==> src/rtl/coin_conditioner_pkg.sv <==
// Shared coin constants and helpers for the coin conditioner and the downstream vend stage.
// Credit values are held CREDIT_W bits wide; sums are formed one bit wider.
package coin_conditioner_pkg;

   localparam int unsigned CREDIT_W                = 6;
   localparam int unsigned SUM_W                   = CREDIT_W + 1;
   localparam int unsigned NICKEL_CENTS            = 5;
   localparam int unsigned DIME_CENTS              = 10;
   localparam int unsigned QUARTER_CENTS           = 25;
   localparam int unsigned DEFAULT_MAX_CREDIT      = 45;
   localparam int unsigned DEFAULT_DEBOUNCE_CYCLES = 500000;

   typedef logic [CREDIT_W-1:0] cents_t;

   typedef enum logic [1:0] {
      CoinNone,
      CoinNickel,
      CoinDime,
      CoinQuarter
   } coin_e;

   typedef struct packed {
      logic quarter;
      logic dime;
      logic nickel;
   } press_t;

   // Highest-value coin wins when several presses land on the same cycle.
   function automatic coin_e coin_pick(press_t p);
      coin_e c;
      if (p.quarter) begin
         c = CoinQuarter;
      end else if (p.dime) begin
         c = CoinDime;
      end else if (p.nickel) begin
         c = CoinNickel;
      end else begin
         c = CoinNone;
      end
      return c;
   endfunction

   function automatic cents_t coin_cents(coin_e c);
      cents_t v;
      unique case (c)
         CoinNickel:  v = cents_t'(NICKEL_CENTS);
         CoinDime:    v = cents_t'(DIME_CENTS);
         CoinQuarter: v = cents_t'(QUARTER_CENTS);
         default:     v = '0;
      endcase
      return v;
   endfunction

   // True when more than one press is present, i.e. there are collision losers.
   function automatic logic press_collision(press_t p);
      return (p.quarter & (p.dime | p.nickel)) | (p.dime & p.nickel);
   endfunction

endpackage

==> src/rtl/coin_debounce.sv <==
// One coin switch channel: 2-flop synchronizer, stability counter, debounced level and a
// registered single-cycle pulse on each debounced 0->1 transition.
module coin_debounce
   import coin_conditioner_pkg::*;
#(
   parameter int unsigned DEBOUNCE_CYCLES = DEFAULT_DEBOUNCE_CYCLES
) (
   input  logic clk_i,
   input  logic reset_i,
   input  logic raw_i,
   output logic press_o
);

   localparam int unsigned        CntW    = $clog2(DEBOUNCE_CYCLES);
   localparam logic [CntW-1:0]    CntLast = CntW'(DEBOUNCE_CYCLES - 1);

   logic            sync1_q, sync2_q;
   logic [CntW-1:0] cnt_q, cnt_d;
   logic            level_q, level_d;
   logic            level_dly_q;
   logic            press_q, press_d;

   always_comb begin
      cnt_d   = cnt_q;
      level_d = level_q;
      if (sync2_q == level_q) begin
         cnt_d = '0;
      end else if (cnt_q == CntLast) begin
         // This is the DEBOUNCE_CYCLES-th consecutive disagreeing cycle.
         cnt_d   = '0;
         level_d = sync2_q;
      end else begin
         cnt_d = cnt_q + 1'b1;
      end
      press_d = level_q & ~level_dly_q;
   end

   always_ff @(posedge clk_i) begin
      if (reset_i) begin
         sync1_q     <= 1'b0;
         sync2_q     <= 1'b0;
         cnt_q       <= '0;
         level_q     <= 1'b0;
         level_dly_q <= 1'b0;
         press_q     <= 1'b0;
      end else begin
         sync1_q     <= raw_i;
         sync2_q     <= sync1_q;
         cnt_q       <= cnt_d;
         level_q     <= level_d;
         level_dly_q <= level_q;
         press_q     <= press_d;
      end
   end

   assign press_o = press_q;

endmodule

==> src/rtl/coin_conditioner.sv <==
// Coin input conditioner: debounces three coin switches, resolves simultaneous presses,
// applies the credit ceiling and keeps the running credit for the vend stage.
module coin_conditioner
   import coin_conditioner_pkg::*;
#(
   parameter int unsigned DEBOUNCE_CYCLES = DEFAULT_DEBOUNCE_CYCLES,
   parameter int unsigned MAX_CREDIT      = DEFAULT_MAX_CREDIT
) (
   input  logic                clk,
   input  logic                reset,
   input  logic                nickels,
   input  logic                dimes,
   input  logic                quarters,
   input  logic                clear_credit,
   output logic                coin_valid,
   output logic [CREDIT_W-1:0] coin_value,
   output logic                coin_reject,
   output logic [CREDIT_W-1:0] credit
);

   localparam logic [SUM_W-1:0] MaxCreditW = SUM_W'(MAX_CREDIT);

   logic       nickel_press, dime_press, quarter_press;
   press_t     press;
   coin_e      winner;
   cents_t     win_cents;
   cents_t     base;
   logic [SUM_W-1:0] sum;
   logic       fits;
   logic       any_press;

   logic       valid_q, valid_d;
   logic       reject_q, reject_d;
   cents_t     value_q, value_d;
   cents_t     credit_q, credit_d;

   coin_debounce #(
      .DEBOUNCE_CYCLES(DEBOUNCE_CYCLES)
   ) u_nickel (
      .clk_i  (clk),
      .reset_i(reset),
      .raw_i  (nickels),
      .press_o(nickel_press)
   );

   coin_debounce #(
      .DEBOUNCE_CYCLES(DEBOUNCE_CYCLES)
   ) u_dime (
      .clk_i  (clk),
      .reset_i(reset),
      .raw_i  (dimes),
      .press_o(dime_press)
   );

   coin_debounce #(
      .DEBOUNCE_CYCLES(DEBOUNCE_CYCLES)
   ) u_quarter (
      .clk_i  (clk),
      .reset_i(reset),
      .raw_i  (quarters),
      .press_o(quarter_press)
   );

   always_comb begin
      press     = '{quarter: quarter_press, dime: dime_press, nickel: nickel_press};
      winner    = coin_pick(press);
      win_cents = coin_cents(winner);
      any_press = (winner != CoinNone);
      // A clear on the same cycle as a coin means the coin starts a fresh credit.
      base      = clear_credit ? '0 : credit_q;
      sum       = {1'b0, base} + {1'b0, win_cents};
      fits      = (sum <= MaxCreditW);
      valid_d   = any_press & fits;
      reject_d  = any_press & (~fits | press_collision(press));
      value_d   = valid_d ? win_cents : '0;
      credit_d  = valid_d ? sum[CREDIT_W-1:0] : base;
   end

   always_ff @(posedge clk) begin
      if (reset) begin
         valid_q  <= 1'b0;
         reject_q <= 1'b0;
         value_q  <= '0;
         credit_q <= '0;
      end else begin
         valid_q  <= valid_d;
         reject_q <= reject_d;
         value_q  <= value_d;
         credit_q <= credit_d;
      end
   end

   assign coin_valid  = valid_q;
   assign coin_reject = reject_q;
   assign coin_value  = value_q;
   assign credit      = credit_q;

endmodule

==> config.mk <==
export PLATFORM = sky130hd
export DESIGN_NAME = coin_conditioner
export DESIGN_NICKNAME = d
export VERILOG_FILES = /design/src/rtl/coin_conditioner_pkg.sv /design/src/rtl/coin_debounce.sv /design/src/rtl/coin_conditioner.sv
export SDC_FILE = /design/constraint.sdc
export NUM_CORES = 1
export LEC_CHECK = 0
export CAP_MARGIN = 10
export CORE_ASPECT_RATIO = 1.75
export CORE_MARGIN = 2
export CORE_UTILIZATION = 54
export DETAILED_ROUTE_END_ITERATION = 6
export PLACE_DENSITY = 0.76
export SLEW_MARGIN = 20
export SYNTH_ARGS = -nofsm -noshare
export SYNTH_HDL_FRONTEND = slang
export SYNTH_HIERARCHICAL = 1
export SYNTH_SLANG_ARGS = --single-unit
==> constraint.sdc <==
create_clock -name clk -period 2.7 [get_ports clk]
set_input_delay 0.675 -clock clk [delete_from_list [all_inputs] [get_ports clk]]
set_output_delay 0.675 -clock clk [all_outputs]
set_load 0.01 [all_outputs]
Word-level counts from Yosys, hierarchy flattened
Cells that the tools add are included.

word-level totals
  output and inout port bits = 14
  word-level logic and storage cells = 68
  register bits after elaboration = 86

cells by class
  add/subtract/negate cells = 4
  reductions and logical operators = 8
  bitwise logic cells = 18
  order comparisons = 1
  eq/ne operators = 9
  mux-type cells = 6

operator list
  cell                     count
  $add A19 B1 Y19 const B  3
  $eq A19 B19 Y1 const B   3
  $pmux W5 S3              1
  $mux W6                  2
  $reduce_or A3 Y1         3
  $not A1 Y1               8
  $add A6 B6 Y7            1
  $and A1 B1 Y1            7
  $le A7 B6 Y1 const B     1
  $reduce_and A2 Y1        3
  $eq A2 B2 Y1 const B     2
  $mux W2                  2
  $eq A1 B1 Y1             3
  $or A1 B1 Y1             3
  $eq A2 B1 Y1 const B     1
  $reduce_bool A2 Y1       1
  $reduce_or A2 Y1         1
  $mux W1                  1

Logic depth before layout (Yosys ltp)
Gate-level depths: netlist of the first run.

  word-level depth = 10
  gate-level depth with buffers = 12
  mapped depth without buffers = 11

Cells and area by module
Netlist of the first run, hierarchy kept.

modules (own cells, without submodules)
  module            cells each  area each (um^2)  times used
  coin_debounce     115         1047.3            3
  coin_conditioner  91          767.0             1

Worst setup path after synthesis of the first run
OpenSTA, ideal clock, no wires.

  kind = input port to flip-flop
  start point = input clear_credit
  end point = register credit_q[2], in the netlist credit[2]
  setup time = 0.101 ns
  stages = 10
  arrival = 2.705 ns
  slack = -0.106 ns
  required time = 2.599 ns
  path through = nand2b_1 -> inv_1 -> ha_1 -> a211o_1 -> and3_4 -> or4_4 -> o2111a_1 -> buf_6 -> or4_1 -> o41ai_1

on the way
  cells in the longest elaborated chain, start to end = 5

ends and longest elaborated chain
  item                  RTL line                RTL
  from (decl)           coin_conditioner.sv:14  input logic clear_credit,
  $mux W6 (*)           coin_conditioner.sv:70  base = clear_credit ? '0 : credit_q;
  $add A6 B6 Y7         coin_conditioner.sv:71  sum = {1'b0, base} + {1'b0, win_cents};
  $le A7 B6 Y1          coin_conditioner.sv:72  fits = (sum <= MaxCreditW);
  $and A1 B1 Y1         coin_conditioner.sv:73  valid_d = any_press & fits;
  $mux W6 (*)           coin_conditioner.sv:76  credit_d = valid_d ? sum[CREDIT_W-1:0] : base;
  to (signal assigned)  coin_conditioner.sv:89  credit_q <= credit_d;
  to (decl)             coin_conditioner.sv:35  cents_t credit_q, credit_d;

Mark *: on every way between the ends. The rest lies on a longest branch, timed or not.
A chain may end at the register's enable or synchronous reset.

Worst setup path after layout of the first run
  start point = input clear_credit
  end point = register credit_q[5], in the netlist credit[5]

The elaborated chain is that of the path after synthesis.

==> impl_summary.txt, run 1 <==
----------------------------------------------------
[Outcome]
  Outcome ... finished clean

[Power and ir drop]
  IR Drop Worst-Case VDD ... 0.368 mV
  Portion of total power attributed to sequential cells ... 0.481
  Cell Int Power ... 0.00213 W
  Logic pwr share ... 0.014
  Sw Ratio ... 0.187
  Pleak ... 1.58 nW
  Portion of total power attributed to the clock network ... 0.505
  Switching power summed over all nets ... 0.000491 W
  Pwr dens ... 557 mW/mm^2

[Drt]
  Average wire length per cell after detail routing ... around 14 microns
  Total wire length after detailed routing ... between 7000 and 8000 microns
  Post-route DRC violation count ... 0
  Per-cell via count in the routed design ... 5.68
  Routed Antenna Nets ... 0
  Number of optimization iterations in the first detailed-route pass ... 4
  Starting DRC count in detailed routing ... around 180
  Total via count after detailed routing ... 3,248

[Die]
  Io pins ... 20
  Die height ... 117 microns
  Initial core utilization ... 0.548
  Area of the die ... 0.00796 sq mm
  Number of cell rows ... 41
  Core box area ... approximately 0.0071 sq mm
  Overall die width ... 68.3 microns

[Logic synthesis]
  Syn_nets ... 451
  FF+latch count, synth ... 85
  Average cell area after synthesis ... approximately 9.0 sq um
  Synth Area in Compound Gates ... 0.0752
  Fraction of the yosys area taken by sequential cells ... 0.435
  Yosys synthesis warning count ... 6
  Simple-gate share of the synthesized area ... 0.310
  Unique cell type count in the Yosys netlist ... 43
  Portion of netlist area occupied by mux cells ... 0.0102
  Combinational family with the most area after synthesis ... simple AND/OR/NAND/NOR gates
  Cell area after synthesis ... 0.00391 sq mm
  Xor/xnor cell area share of the yosys netlist ... 0.0986
  Adder and majority cell fraction of the synthesized area ... 0.0307
  Cell count after synthesis ... 436

[Critical path]
  WP data required ... 2.96 ns
  CP endpoint kind ... register
  Kind of launch point of the worst setup path ... input pin
  Biggest fanout along the worst timing path ... 6
  Critical path start-end classification ... in -> reg
  Cell Chain, Critical Path ... buf_2 -> nand2b_4 -> inv_1 -> ha_1 -> a211o_1 -> and3_4 -> or4_4 -> o2111a_2 -> buf_4 -> or3_1 -> a21oi_1
  Arrival time of data at the critical path endpoint ... 2.92 ns
  Worst path max stage delay ... roughly 0.42 ns
  Crit path max-delay cell type ... or4_4

[STA]
  Total of endpoints with negative setup slack in the final report ... 0
  Smallest setup slack after layout ... around 0.036 ns
  Pins Over Slew Limit ... 0
  RSZ-0062 raised after global routing ... no
  Final sum of negative setup slack ... 0 ns
  Peak Freq ... 375 MHz
  Final-report hold violation count ... 0
  Normalized max-slew margin ... 0.460
  Layout Skew ... 0.00281 ns
  Shortest clock period the worst path allows after layout ... 2.66 ns
  Worst-Margin Slew ... 0.810 ns
  Fin crit share ... 0.987

[Layout]
  Most common cell after layout, fill and taps aside ... dfxtp_1
  Share of layout cells above drive strength 1 ... 0.160
  Top library cells by usage in the layout, fill and taps aside ... 83 x dfxtp_1, 67 x nor2_1, 34 x xnor2_1
  Number of inserted diodes ... 0
  Synthesis-to-finish area growth ... 20.4%
  Nets@finish ... between 400 and 500
  Non-Filler Instances ... 572
  Util after Layout ... 0.660

[CTS]
  Maximum clock insertion buffer count ... 2
  CTS buffer count ... 9
  Hold bufs inserted after CTS ... 0
  Root Buffer Master ... clkbuf_16
  Number of H-tree levels ... 3
  CTS tree ... built
  Clock-pin slew on the worst setup and hold paths ... 0.06 ns
  Insertion delay to the later sink of the worst-skew pair ... between 0.3 and 0.4 ns
  TritonCTS sink count ... 85

[Global routing]
  Maximum number of pins on one net before global-route repair ... 20
  Global router's overall resource usage ... 0.221
  Initial antenna violation count ... 0
  Global-route wire length before repair ... 13,400 microns
  Via count of the first global-routing pass ... 3,120
  Total gr overflow ... 0

[Placement]
  Placement Setup Slack ... -0.684 ns
  Routability Congestion ... 0.919
  Final HPWL DP ... 5540 microns
  Count of buffers from port buffering ... 18
  Instance count after placement with tap cells included ... 552

[Worst hold path]
  Worst hold-check path type ... reg -> reg

[Job]
  Max cap viols ... 0

----------------------------------------------------
cell families (layout without fill, tap and decap cells):
| kind of cell | after synthesis | after routing |
|---|---|---|
| AO/OA/AOI/OAI | 41 | 41 |
| XOR/XNOR | 44 | 44 |
| AND/OR/NAND/NOR | 217 | 217 |
| flip-flops | 85 | 85 |
| multiplexers | 4 | 4 |
| buffers and inverters | 35 | 85 |
| other | 1 | 1 |
| adder cells (fa/ha/maj) | 9 | 9 |
worst paths after layout:
| path | end | depth (start not counted) | slack, ns | from |
|---|---|---|---|---|
| setup / recovery | credit[5] | 11 | 0.04 | clear_credit |
| hold / removal | u_quarter/press_o | 1 | 0.38 | u_quarter/level_dly_q |
| setup reg to reg | credit[5] | 11 | 0.07 | u_quarter/press_o |
| hold reg to reg | u_quarter/press_o | 1 | 0.38 | u_quarter/level_dly_q |
power by group through the flow:
stage                     Combinational, W  Sequential [W]  Clock [W]
after detailed placement         0.0000364         0.00129          0
after floorplan                  0.0000212         0.00129          0
final                            0.0000367         0.00126    0.00132
after CTS                        0.0000371         0.00126    0.00135
after global placement           0.0000358         0.00129          0
after global routing             0.0000408         0.00126    0.00140
cell usage after synthesis, drive strengths merged:
master	count	area share
dfxtp	85	0.44
nor2	70	0.067
xnor2	34	0.076
inv	28	0.027
nand2	23	0.022
nand3	20	0.029
nand4	19	0.042
a21oi	18	0.026
nor3	17	0.022
nor4	17	0.027
or4	13	0.033
nor2b	12	0.019
o21ai	12	0.015
xor2	10	0.022
nand2b	9	0.014
ha	8	0.026
buf	5	0.011
or3	5	0.0080
and3	4	0.0077
mux2i	4	0.010
o31ai	4	0.018
nand3b	3	0.0058
or4bb	3	0.0086
clkbuf	2	0.0019
a211o	1	0.0022
a211oi	1	0.0019
conb	1	0.00096
fa	1	0.0051
nor3b	1	0.0019
o2111a	1	0.0029
o2111ai	1	0.0022
o21a	1	0.0019
o2bb2ai	1	0.0022
o41ai	1	0.0022
or2	1	0.0016
critical path, delay by kind of cell:
family,cells,cell delay [ns]
compound gates,3,0.62
buf+inv,3,0.30
simple gates,4,1.06
fa+ha+maj,1,0.27
metrics by stage:
step	hold slack, ns	cell area, sq um	total power (W)
floorplan	0.368	3940	0.00131
global placement	0.372	4320	0.00133
detailed placement	0.381	4320	0.00133
CTS	0.389	4670	0.00265
global route	0.401	4710	0.00270
finish	0.385	4710	0.00262
metal layers:
metal / part of all wire / track usage / vias to the layer above
met5: 0 / 0 / -
met4: 0.040 / 0.161 / 0
met3: 0.021 / 0.0347 / 26
met2: 0.54 / 0.383 / 63
met1: 0.40 / 0.234 / 1555
li1: - / - / 1604
flip-flops by register name (all words and copies together), names as in the netlist, 5 cells and up:
signal,flops
u_nickel/cnt_q,19
u_quarter/cnt_q,19
credit,6
u_dime/cnt_q,19
coin_value,5
layout make-up:
class	instances	area (sq um)
clock buffer	12	256
clock inverter	4	70.1
fill	608	2420
inverter	28	105
multi-input combinational	316	2110
sequential	85	1710
tap	86	108
timing repair buffer	41	352
timing repair:
action / 4_1_cts / 5_1_grt
pin swaps: 5 / 1
endpoints found under the setup margin: 13 / 13
gates cloned: 0 / 0
buffers inserted: 2 / 2
resized for setup: 10 / 9
No activity file was read; power rests on OpenSTA's default activity.
==> run 2: changes to the inputs <==
--- a/config.mk
+++ b/config.mk
@@ -11,6 +11,7 @@
 export CORE_UTILIZATION = 54
 export DETAILED_ROUTE_END_ITERATION = 6
 export PLACE_DENSITY = 0.76
+export SKIP_LAST_GASP = 1
 export SLEW_MARGIN = 20
 export SYNTH_ARGS = -nofsm -noshare
 export SYNTH_HDL_FRONTEND = slang
==> constraint.sdc (replaced) <==
create_clock -name clk -period 2.7 [get_ports clk]
set_input_delay 0.675 -clock clk [delete_from_list [all_inputs] [get_ports clk]]
set_output_delay 0.675 -clock clk [all_outputs]
set_load 0.05 [all_outputs]
==> impl_summary.txt, run 2 (synthesis results as in run 1) <==
----------------------------------------------------
[Die]
  Initial core utilization ... 0.548
  Overall die width ... ~68 microns
  Io pins ... 20
  Number of cell rows ... just over 40
  Area of the die ... 0.00796 sq mm
  Core box area ... 0.00713 sq mm
  Die height ... 117 microns

[Layout]
  Nets@finish ... 493
  Share of layout cells above drive strength 1 ... 0.170
  Synthesis-to-finish area growth ... 21.6%
  Filler Cells Inserted ... 563
  Number of inserted diodes ... 0
  Most common cell after layout, fill and taps aside ... dfxtp_1
  Top library cells by usage in the layout, fill and taps aside ... 81 x dfxtp_1, 69 x nor2_1, 34 x xnor2_1
  Biggest registers after layout ... u_dime/cnt_q x19, u_nickel/cnt_q x19, u_quarter/cnt_q x19

[CTS]
  Root Buffer Master ... clkbuf_16
  CTS buffer count ... 9
  Insertion delay to the later sink of the worst-skew pair ... approximately 0.34 ns
  TritonCTS sink count ... 85
  Clock-pin slew on the worst setup and hold paths ... approximately 0.060 ns
  Maximum clock insertion buffer count ... 2
  CTS tree ... built
  Number of H-tree levels ... 3
  Hold bufs inserted after CTS ... 0

[Drt]
  Routed Antenna Nets ... 0
  Number of optimization iterations in the first detailed-route pass ... 4
  Total wire length after detailed routing ... 8120 microns
  Post-route DRC violation count ... 0
  Starting DRC count in detailed routing ... 239
  Total via count after detailed routing ... approximately 3,200
  Per-cell via count in the routed design ... between 5 and 6
  Average wire length per cell after detail routing ... 14.3 microns

[Critical path]
  Kind of launch point of the worst setup path ... input pin
  Crit path max-delay cell type ... or4_4
  Arrival time of data at the critical path endpoint ... 2.97 ns
  CP endpoint kind ... register
  Biggest fanout along the worst timing path ... 5
  Critical path start-end classification ... in -> reg
  Worst path max stage delay ... between 0.4 and 0.5 ns
  Cell Chain, Critical Path ... clkbuf_2 -> buf_4 -> nor2_1 -> ha_1 -> or2_1 -> and3_4 -> or4_4 -> o2111a_2 -> or4_1 -> a21oi_1
  WP data required ... ~3 ns

[STA]
  Peak Freq ... 368 MHz
  Smallest setup slack after layout ... -0.0165 ns
  Worst-Margin Slew ... 0.830 ns
  Fin Hold WS ... about 0.38 ns
  Normalized max-slew margin ... 0.447
  Final sum of negative setup slack ... -0.0165 ns
  Total of endpoints with negative setup slack in the final report ... 1
  Final-report hold violation count ... 0
  Shortest clock period the worst path allows after layout ... 2.72 ns
  Fin crit share ... 1.01
  Layout Skew ... 0.00507 ns
  Pins Over Slew Limit ... 0

[Outcome]
  Failing checks ... setup timing
  Outcome ... finished, violations left

[Worst hold path]
  Worst hold-check path type ... reg -> reg

[Placement]
  Final HPWL DP ... 5440 microns
  Routability Congestion ... slightly above 0.8
  Count of buffers from port buffering ... 18
  Placement Setup Slack ... -0.652 ns

[Global routing]
  Maximum number of pins on one net before global-route repair ... 20
  Initial antenna violation count ... 0
  Via count of the first global-routing pass ... 3,172
  Global router's overall resource usage ... 0.222
  Global-route wire length before repair ... ~13,000 microns
  Total gr overflow ... 0

[Job]
  Max cap viols ... 0

[Power and ir drop]
  IR Drop Worst-Case VDD ... between 0.3 and 0.4 mV
  Pwr dens ... 572 mW/mm^2
  Pleak ... 1.56 nW

----------------------------------------------------
## run 2: changes by cell type in the layout (fill, tap and decap cells not counted), sizes merged
cell      previous run  this run
buf                 24        19
bufinv               2         3
clkbuf              12        11
clkinv               2         1
clkinvlp             0         2
o2111a               1         2
## run 2: critical path, delay by kind of cell
kind / cells / cell delay, ns
buffers and inverters: 2 / 0.24
AND/OR/NAND/NOR: 5 / 1.42
adder cells (fa/ha/maj): 1 / 0.26
AO/OA/AOI/OAI: 2 / 0.37
## run 2: cell type report
| type | count | area [sq um] | share of cell area |
|---|---|---|---|
| repair buffers | 37 | 322 | 0.0676 |
| clock buffers | 10 | 239 | 0.0503 |
| multi-input cells | 317 | 2160 | 0.455 |
| inverters | 28 | 105 | 0.0221 |
| well taps | 86 | 108 | 0.0226 |
| clock inverters | 6 | 110 | 0.0232 |
| flip-flops and latches | 85 | 1710 | 0.360 |
## run 2: power breakdown
group	leakage, nW	switching [W]	internal (W)
sequential	0.688	0.00000302	0.00126
clock	0.165	0.000493	0.000926
combinational	0.710	0.0000223	0.0000166
total	1.56	0.000519	0.00220
## run 2: final timing paths
kind / startpoint / to / slack [ns] / cells past startpoint
max: clear_credit / credit[3] / -0.02 / 10
min: u_quarter/level_dly_q / u_quarter/press_o / 0.38 / 1
max reg2reg: u_quarter/press_o / credit[3] / 0.02 / 10
min reg2reg: u_quarter/level_dly_q / u_quarter/press_o / 0.38 / 1
## run 2: what timing repair did
action / CTS / global route
buffers inserted: 0 / 3
setup endpoints to repair: 13 / 13
gates resized for setup: 4 / 21
cloned: 1 / 0
pin swaps: 3 / 6
## run 2: per-layer routing
layer | track usage | up-vias | wire length (microns)
li1 | - | 1604 | -
met1 | 0.228 | 1526 | 3150
met2 | 0.392 | 72 | 4450
met3 | 0.0385 | 26 | 214
met4 | 0.153 | 0 | 308
met5 | 0 | - | 0
## run 2: per-stage QoR
stage | power (W) | util | cells | cell area [sq um]
after floorplan | 0.00131 | - | 436 | 3940
after global placement | 0.00133 | 0.602 | 549 | 4300
after detailed placement | 0.00133 | 0.602 | 549 | 4300
after CTS | 0.00274 | 0.654 | 566 | 4660
after global routing | 0.00279 | 0.667 | 569 | 4750
final | 0.00272 | 0.667 | 569 | 4750
==> run 3: changes to the inputs <==
--- a/config.mk
+++ b/config.mk
@@ -8,9 +8,10 @@
 export CAP_MARGIN = 10
 export CORE_ASPECT_RATIO = 1.75
 export CORE_MARGIN = 2
-export CORE_UTILIZATION = 54
+export CORE_UTILIZATION = 58
 export DETAILED_ROUTE_END_ITERATION = 6
-export PLACE_DENSITY = 0.76
+export PLACE_DENSITY = 0.77
+export RECOVER_POWER = 25
 export SKIP_LAST_GASP = 1
 export SLEW_MARGIN = 20
 export SYNTH_ARGS = -nofsm -noshare
==> constraint.sdc (replaced) <==
create_clock -name clk -period 3.3 [get_ports clk]
set_input_delay 0.825 -clock clk [delete_from_list [all_inputs] [get_ports clk]]
set_output_delay 0.825 -clock clk [all_outputs]
set_load 0.05 [all_outputs]
==> impl_summary.txt, run 3 (synthesis results as in run 1) <==
----------------------------------------------------
[Layout]
  Fin area ... 0.00455 sq mm
  Top library cells by usage in the layout, fill and taps aside ... 85 x dfxtp_1, 70 x nor2_1, 34 x xnor2_1
  Most common cell after layout, fill and taps aside ... dfxtp_1
  Biggest registers after layout ... u_dime/cnt_q x19, u_nickel/cnt_q x19, u_quarter/cnt_q x19
  Nets@finish ... between 400 and 500
  Synthesis-to-finish area growth ... 16.3%
  Non-Filler Instances ... 556
  Share of layout cells above drive strength 1 ... 0.0992
  Number of inserted diodes ... 0
  Filler Cells Inserted ... 555

[Placement]
  Routability Congestion ... 0.891
  Instance count after placement with tap cells included ... 541
  Final HPWL DP ... 5290 microns
  Placement Setup Slack ... -0.231 ns
  Count of buffers from port buffering ... 18
  Placed instance area ... 0.00423 sq mm

[Drt]
  Starting DRC count in detailed routing ... 206
  Average wire length per cell after detail routing ... 13.3 microns
  Total via count after detailed routing ... approximately 3,100
  Post-route DRC violation count ... 0
  Per-cell via count in the routed design ... 5.63
  Number of optimization iterations in the first detailed-route pass ... 4
  Routed Antenna Nets ... 0
  Total wire length after detailed routing ... 7410 microns

[STA]
  Fin Hold WS ... 0.386 ns
  Shortest clock period the worst path allows after layout ... 3.20 ns
  Final-report hold violation count ... 0
  RSZ-0062 raised after global routing ... no
  Fin crit share ... 0.970
  Normalized max-slew margin ... 0.138
  Layout Skew ... 0.00358 ns
  Smallest setup slack after layout ... 0.0980 ns
  Peak Freq ... 312 MHz
  Pins Over Slew Limit ... 0
  Worst-Margin Slew ... 1.29 ns
  Total of endpoints with negative setup slack in the final report ... 0

[Critical path]
  Cells on worst reg2reg path ... 11
  Kind of launch point of the worst setup path ... input pin
  CP endpoint kind ... register
  WP data required ... 3.55 ns
  Critical path start-end classification ... in -> reg
  Arrival time of data at the critical path endpoint ... 3.46 ns
  Biggest fanout along the worst timing path ... 8

[CTS]
  CTS buffer count ... 9
  Clock-pin slew on the worst setup and hold paths ... 0.06 ns
  Post-CTS Setup Repair Bufs ... 0
  Root Buffer Master ... clkbuf_16
  Insertion delay to the later sink of the worst-skew pair ... 0.33 ns
  TritonCTS sink count ... 85
  Number of H-tree levels ... 3
  Hold bufs inserted after CTS ... 0
  CTS tree ... built
  Maximum clock insertion buffer count ... 2
  Resized Gates After CTS ... 0

[Die]
  Die height ... 113 microns
  Overall die width ... 66.1 microns
  Area of the die ... around 0.0074 sq mm
  Initial core utilization ... 0.598
  Core box area ... between 0.006 and 0.007 sq mm
  Number of cell rows ... 39
  Io pins ... 20

[Outcome]
  Outcome ... finished clean

[Worst hold path]
  Worst hold-check path type ... reg -> reg
  Worst hold stages ... 1

[Power and ir drop]
  Pleak ... 1.50 nW
  IR Drop Worst-Case VDD ... approximately 0.44 mV
  Pwr dens ... 486 mW/mm^2

[Global routing]
  Global-route wire length before repair ... about 13,000 microns
  Global router's overall resource usage ... 0.223
  Total gr overflow ... 0
  Initial antenna violation count ... 0
  Via count of the first global-routing pass ... 3,172
  Maximum number of pins on one net before global-route repair ... 20

[Job]
  Max cap viols ... 0

----------------------------------------------------
## run 3: cell types whose count changed in the layout (fill, tap and decap cells not counted), moves of 3 or more
| cell | change |
|---|---|
| buf_4 | -7 |
| dfxtp_1 | +4 |
| dfxtp_2 | -3 |
| inv_1 | +3 |
| inv_2 | -3 |
| or4_1 | +3 |
| or4_4 | -3 |
## run 3: area by class of cell
class | count | area (sq um) | share of cell area
tap | 82 | 103 | 0.0226
inverter | 28 | 105 | 0.0231
timing repair buffer | 30 | 267 | 0.0586
clock inverter | 4 | 95.1 | 0.0209
multi-input combinational | 316 | 2020 | 0.445
sequential | 85 | 1700 | 0.374
clock buffer | 11 | 253 | 0.0556
## run 3: routing by layer
metal  routed length [microns]  vias up  global-route usage  part of all wire
li1                          -     1583                   -                 -
met1                      2960     1486               0.241              0.40
met2                      4130       48               0.399              0.56
met3                       196       15              0.0531             0.026
met4                       131        0               0.102             0.018
met5                         0        -                   0                 0
## run 3: path summary, 6_finish.rpt
check	slack (ns)	from	endpoint
setup reg to reg	0.45	u_nickel/press_o	credit[3]
setup / recovery	0.1	clear_credit	credit[3]
hold reg to reg	0.39	u_quarter/level_dly_q	u_quarter/press_o
hold / removal	0.39	u_quarter/level_dly_q	u_quarter/press_o
## run 3: worst max-delay path, cell delays in order
cell	delay [ns]
clkdlybuf4s50_1	0.54
nand2b_1	0.15
inv_1	0.05
ha_1	0.26
a211o_1	0.29
and3_4	0.19
or4_4	0.42
o2111a_2	0.21
or4_1	0.40
a21oi_1	0.13
## run 3: per-stage QoR
| stage | power (W) | utilization | setup TNS [ns] |
|---|---|---|---|
| floorplan | 0.00107 | - | 0 |
| global placement | 0.00109 | 0.647 | -0.866 |
| detailed placement | 0.00109 | 0.647 | -1.52 |
| CTS | 0.00224 | 0.701 | 0 |
| global route | 0.00228 | 0.695 | 0 |
| finish | 0.00221 | 0.695 | 0 |
## run 3: power by group
part	switching [W]	internal (W)	leakage [nW]	total [W]
Combinational	0.0000176	0.0000127	0.646	0.0000302
Clock	0.000373	0.000775	0.172	0.00115
Sequential	0.00000237	0.00103	0.686	0.00103
Total	0.000393	0.00182	1.50	0.00221
